--- config.mk ---
export PLATFORM = sky130hd
export DESIGN_NAME = mul2x2_accumulator
export DESIGN_NICKNAME = d
export VERILOG_FILES = /design/src/rtl/mul2x2_pkg.sv /design/src/rtl/mul2x2_prod.sv /design/src/rtl/mul2x2_accumulator.sv
export SDC_FILE = /design/constraint.sdc
export NUM_CORES = 1
export LEC_CHECK = 0
export ABC_AREA = 1
export BUFFER_PORTS_ARGS = -buffer_cell sky130_fd_sc_hd__buf_2
export CORE_ASPECT_RATIO = 0.75
export CORE_MARGIN = 5
export CORE_UTILIZATION = 35
export DETAILED_ROUTE_END_ITERATION = 12
export GPL_TIMING_DRIVEN = 0
export PLACE_DENSITY_LB_ADDON = 0.25
export SLEW_MARGIN = 20
export SYNTH_ARGS = -nofsm -noshare
export SYNTH_HDL_FRONTEND = slang
export SYNTH_SLANG_ARGS = --single-unit
--- constraint.sdc ---
create_clock -name clk -period 3.4 [get_ports clk]
set_clock_uncertainty 0.2 [all_clocks]
set_input_delay 0.34 -clock clk [delete_from_list [all_inputs] [get_ports clk]]
set_output_delay 0.34 -clock clk [all_outputs]
set_load 0.05 [all_outputs]
--- src/rtl/mul2x2_pkg.sv ---
// Shared types and constants for the 2x2 multiplier accumulator.
// Imported by the product stage and the accumulator top.
package mul2x2_pkg;

  localparam int PROD_W = 4;
  localparam int OPER_W = 2;

  typedef enum logic [1:0] {
    ST_IDLE  = 2'd0,
    ST_ACCUM = 2'd1,
    ST_DONE  = 2'd2
  } state_t;

endpackage

--- src/rtl/mul2x2_prod.sv ---
// Gate-level 2x2 unsigned multiplier: {a,b} * {c,d}.
// Matches the upstream half-adder array bit for bit.
module mul2x2_prod
  import mul2x2_pkg::*;
(
  input  logic              a,
  input  logic              b,
  input  logic              c,
  input  logic              d,
  output logic [PROD_W-1:0] prod
);

  logic ad, bc, ac, bd;

  assign ad = a & d;
  assign bc = b & c;
  assign ac = a & c;
  assign bd = b & d;

  // Two half adders: column 1 then carry into column 2.
  assign prod[0] = bd;
  assign prod[1] = ad ^ bc;
  assign prod[2] = ac ^ (ad & bc);
  assign prod[3] = ac & ad & bc;

endmodule

--- src/rtl/mul2x2_accumulator.sv ---
// Sums N_TERMS 2x2 products into a saturating accumulator and
// presents the result on a held valid/ready output.
module mul2x2_accumulator
  import mul2x2_pkg::*;
#(
  parameter int N_TERMS = 8,
  parameter int ACC_W   = 8
) (
  input  logic             clk,
  input  logic             rst,
  input  logic             start,
  input  logic             a,
  input  logic             b,
  input  logic             c,
  input  logic             d,
  input  logic             in_valid,
  output logic             in_ready,
  output logic             busy,
  output logic [ACC_W-1:0] sum,
  output logic             sum_valid,
  input  logic             sum_ready,
  output logic             overflow
);

  localparam int CNT_W = $clog2(N_TERMS + 1);
  localparam logic [CNT_W-1:0] LAST = CNT_W'(N_TERMS - 1);

  state_t state, state_nx;

  logic [ACC_W-1:0]  acc;
  logic [ACC_W-1:0]  acc_nx;
  logic [ACC_W:0]    ext;
  logic [CNT_W-1:0]  count;
  logic [PROD_W-1:0] prod;
  logic              sat;
  logic              xfer;
  logic              last;

  mul2x2_prod u_prod (
    .a    (a),
    .b    (b),
    .c    (c),
    .d    (d),
    .prod (prod)
  );

  // One extra bit catches the carry that signals saturation.
  assign ext    = {1'b0, acc} + (ACC_W + 1)'(prod);
  assign sat    = ext[ACC_W];
  assign acc_nx = sat ? '1 : ext[ACC_W-1:0];
  assign xfer   = (state == ST_ACCUM) && in_valid;
  assign last   = (count == LAST);

  always_ff @(posedge clk) begin
    if (rst) state <= ST_IDLE;
    else     state <= state_nx;
  end

  always_comb begin
    state_nx  = state;
    in_ready  = 1'b0;
    busy      = 1'b0;
    sum_valid = 1'b0;
    unique case (state)
      ST_IDLE: begin
        if (start) state_nx = ST_ACCUM;
      end
      ST_ACCUM: begin
        in_ready = 1'b1;
        busy     = 1'b1;
        if (xfer && last) state_nx = ST_DONE;
      end
      ST_DONE: begin
        busy      = 1'b1;
        sum_valid = 1'b1;
        if (sum_ready) state_nx = ST_IDLE;
      end
      default: state_nx = ST_IDLE;
    endcase
  end

  always_ff @(posedge clk) begin
    if (rst) begin
      acc      <= '0;
      count    <= '0;
      sum      <= '0;
      overflow <= 1'b0;
    end else if (state == ST_IDLE && start) begin
      acc      <= '0;
      count    <= '0;
      overflow <= 1'b0;
    end else if (xfer) begin
      acc   <= acc_nx;
      count <= count + 1'b1;
      if (sat)  overflow <= 1'b1;
      if (last) sum      <= acc_nx;
    end
  end

endmodule

==> flow_summary.yaml <==
power:
  p_total_uw: 856
  p_leak_nw: 0.844
  p_per_area_nw_per_um2: 542
  ir_drop_mv: 0.246
sta:
  tns_ps: 0
  setup_viol: 0
  period_minus_slack_ps: 2150
  fin_ws_ps: 1250
  rsz0062_at_grt: "no"
  slew_headroom_pct: 69.9
  holdWs_ps: 268
  tightest_slew_ps: 452
  final-max-slew-violation-count: 0
  max_freq_mhz: 465
  fin_crit_sh_pct: 63.3
  final_hold_viol_count: 0
layout:
  area_growth_pct: 14.9
  final_common_cell: "inv_1"
  fin_area_um2: 1580
  fillers: 421
  final_nets: 247
  final_cell_mix: "inv_1 (42), nand2_1 (39), nor2_1 (30), dfxtp_1 (23), buf_2 (21)"
  diodes: 0
  drive_gt1_share_pct: 13.7
  finalCoreUtilization_pct: 42.3
  fin_cells: 278
routing:
  vias: 1224
  drcViolationCount: 0
  postRouteAntennaNets: 0
  firstDrtPassIters: 4
  via_per_inst: 4.40
  wl_per_cell_um: 9.94
  routed_wl_um: 2760
  drtIter0Drc: 50
yosys:
  synth_nets: 223
  synth_cells: 203
  syn_area_um2: 1380
  ys_types: 28
  yosys_warnings: 0
  synth_flop_cell: "dfxtp_1"
  synth_seq_area_share_pct: 33.5
  ys_ff_latch: 23
  synthArstFlopShare_pct: 0
  postSynthAreaPerCell_um2: 6.77
  synth_edf_count: 0
run_status:
  status: "completed"
critical_path:
  critPathCaptureType: "flip-flop"
  cp.arrival_ps: 2170
  worstPathRequired_ps: 3420
  crit_type: "primary input to flip-flop"
  r2r_cells: 10
  r2r_start: "acc[0]"
  regToRegEndpoint: "acc[1]"
  startpoint: "d"
  start_kind: "primary input"
  worstPathMaxFanout: 10
  r2r_slack_ps: 1370
  crit_end: "acc[1]"
place:
  dp_cells: 274
  port_buffers: 19
  place_congestion: 0.791
  dpl_worst_slack_ps: 995
  place_area_um2: 1540
  dp_hpwl_um: 2120
global_route:
  overflow: 0
  first_global_vias: 1094
  antenna_found_initial: 0
  grt_max_degree: 13
  grtUsageTotal_pct: 11.9
  grt_pass1_wl_um: 4910
clock_network:
  htree_levels: 1
  cts_root_buf: "clkbuf_8"
  ctsHoldBuffers: 0
  cts_tree: "yes"
  post_cts_buffers: 0
  clk_latency_ps: 270
  cts_buffers: 3
  cts_resized: 0
  cts.sinks: 23
  clk_pin_slew_worst_paths_ps: 80
  clockBufferDepth: 2
floorplan:
  die_area_um2: 5300
  ioPinCount: 21
  die_w_um: 82.4
  fp.dieH_um: 64.3
  initial_core_util_pct: 36.8
  rows: 19
  core-area_um2: 3730
job:
  drv_cap: 0
worst_hold_path:
  hp-class: "flip-flop to flip-flop"
-- flip-flops by register name, summed over array words and instances, names as in the netlist --
register / count
acc: 8
count: 4
overflow: 1
state: 2
sum: 8
-- per-layer routing --
layer / routed length [um] / part of all wire (%) / GRT usage (%) / vias up
li1: - / - / - / 673
met1: 1460 / 53 / 16.4 / 521
met2: 1120 / 41 / 17.2 / 24
met5: 0 / 0 / 0 / -
met3: 148 / 5.4 / 4.07 / 6
met4: 40 / 1.4 / 3.73 / 0
-- worst min-delay path by stage --
stage	cells after the start	to	slack (ps)	startpoint
6_report	1	overflow	270	overflow
5_1_grt	4	count[0]	290	in_valid
4_1_cts	4	count[0]	280	in_valid
3_5_place_dp	1	overflow	260	overflow
3_3_place_gp	1	overflow	250	overflow
2_1_floorplan	2	count[1]	260	count[1]
-- critical path, cell delays in order --
cell      delay, ps
buf_2           100
nand2_1          70
inv_1            40
ha_1            290
inv_1            60
fa_1            420
nand3b_1        190
nand2_1         150
nand2_1         110
buf_6           160
nand2_1          80
o21ai_0          80
inv_1            70
-- Yosys cell counts, drive strengths merged (2+ instances only) --
master   n  area [um2]
nand4    6        37.5
xor2     2        17.5
nand2   40         153
buf      3        21.3
o21ai   12        60.1
a21oi   10        50.1
dfxtp   23         460
nand3   11        67.6
nor2    31         124
ha      10         125
nor3     3        26.3
inv     43         161
-- cell families after synthesis --
logic type | count (synthesis) | synth area share [%]
compound gates | 25 | 9.55
simple gates | 93 | 30.7
flops | 23 | 33.5
xor+xnor | 3 | 1.91
fa+ha+maj | 11 | 10.6
buf+inv | 48 | 13.8
-- final cells by class --
| class | instances | area, um2 | area share (%) |
|---|---|---|---|
| Buffer | 4 | 25.0 | 1.58 |
| Inverter | 44 | 165 | 10.5 |
| Sequential cell | 23 | 460 | 29.1 |
| Timing Repair Buffer | 19 | 95.1 | 6.02 |
| Tap cell | 52 | 65.1 | 4.12 |
| Multi-Input combinational cell | 132 | 724 | 45.8 |
| Clock buffer | 4 | 45.0 | 2.85 |
-- where the power goes --
group	switching [mW]	internal (mW)
Combinational	0.256	0.104
Clock	0.0882	0.0838
Sequential	0.0249	0.299
Total	0.369	0.487
No activity file was read; power rests on OpenSTA's default activity.
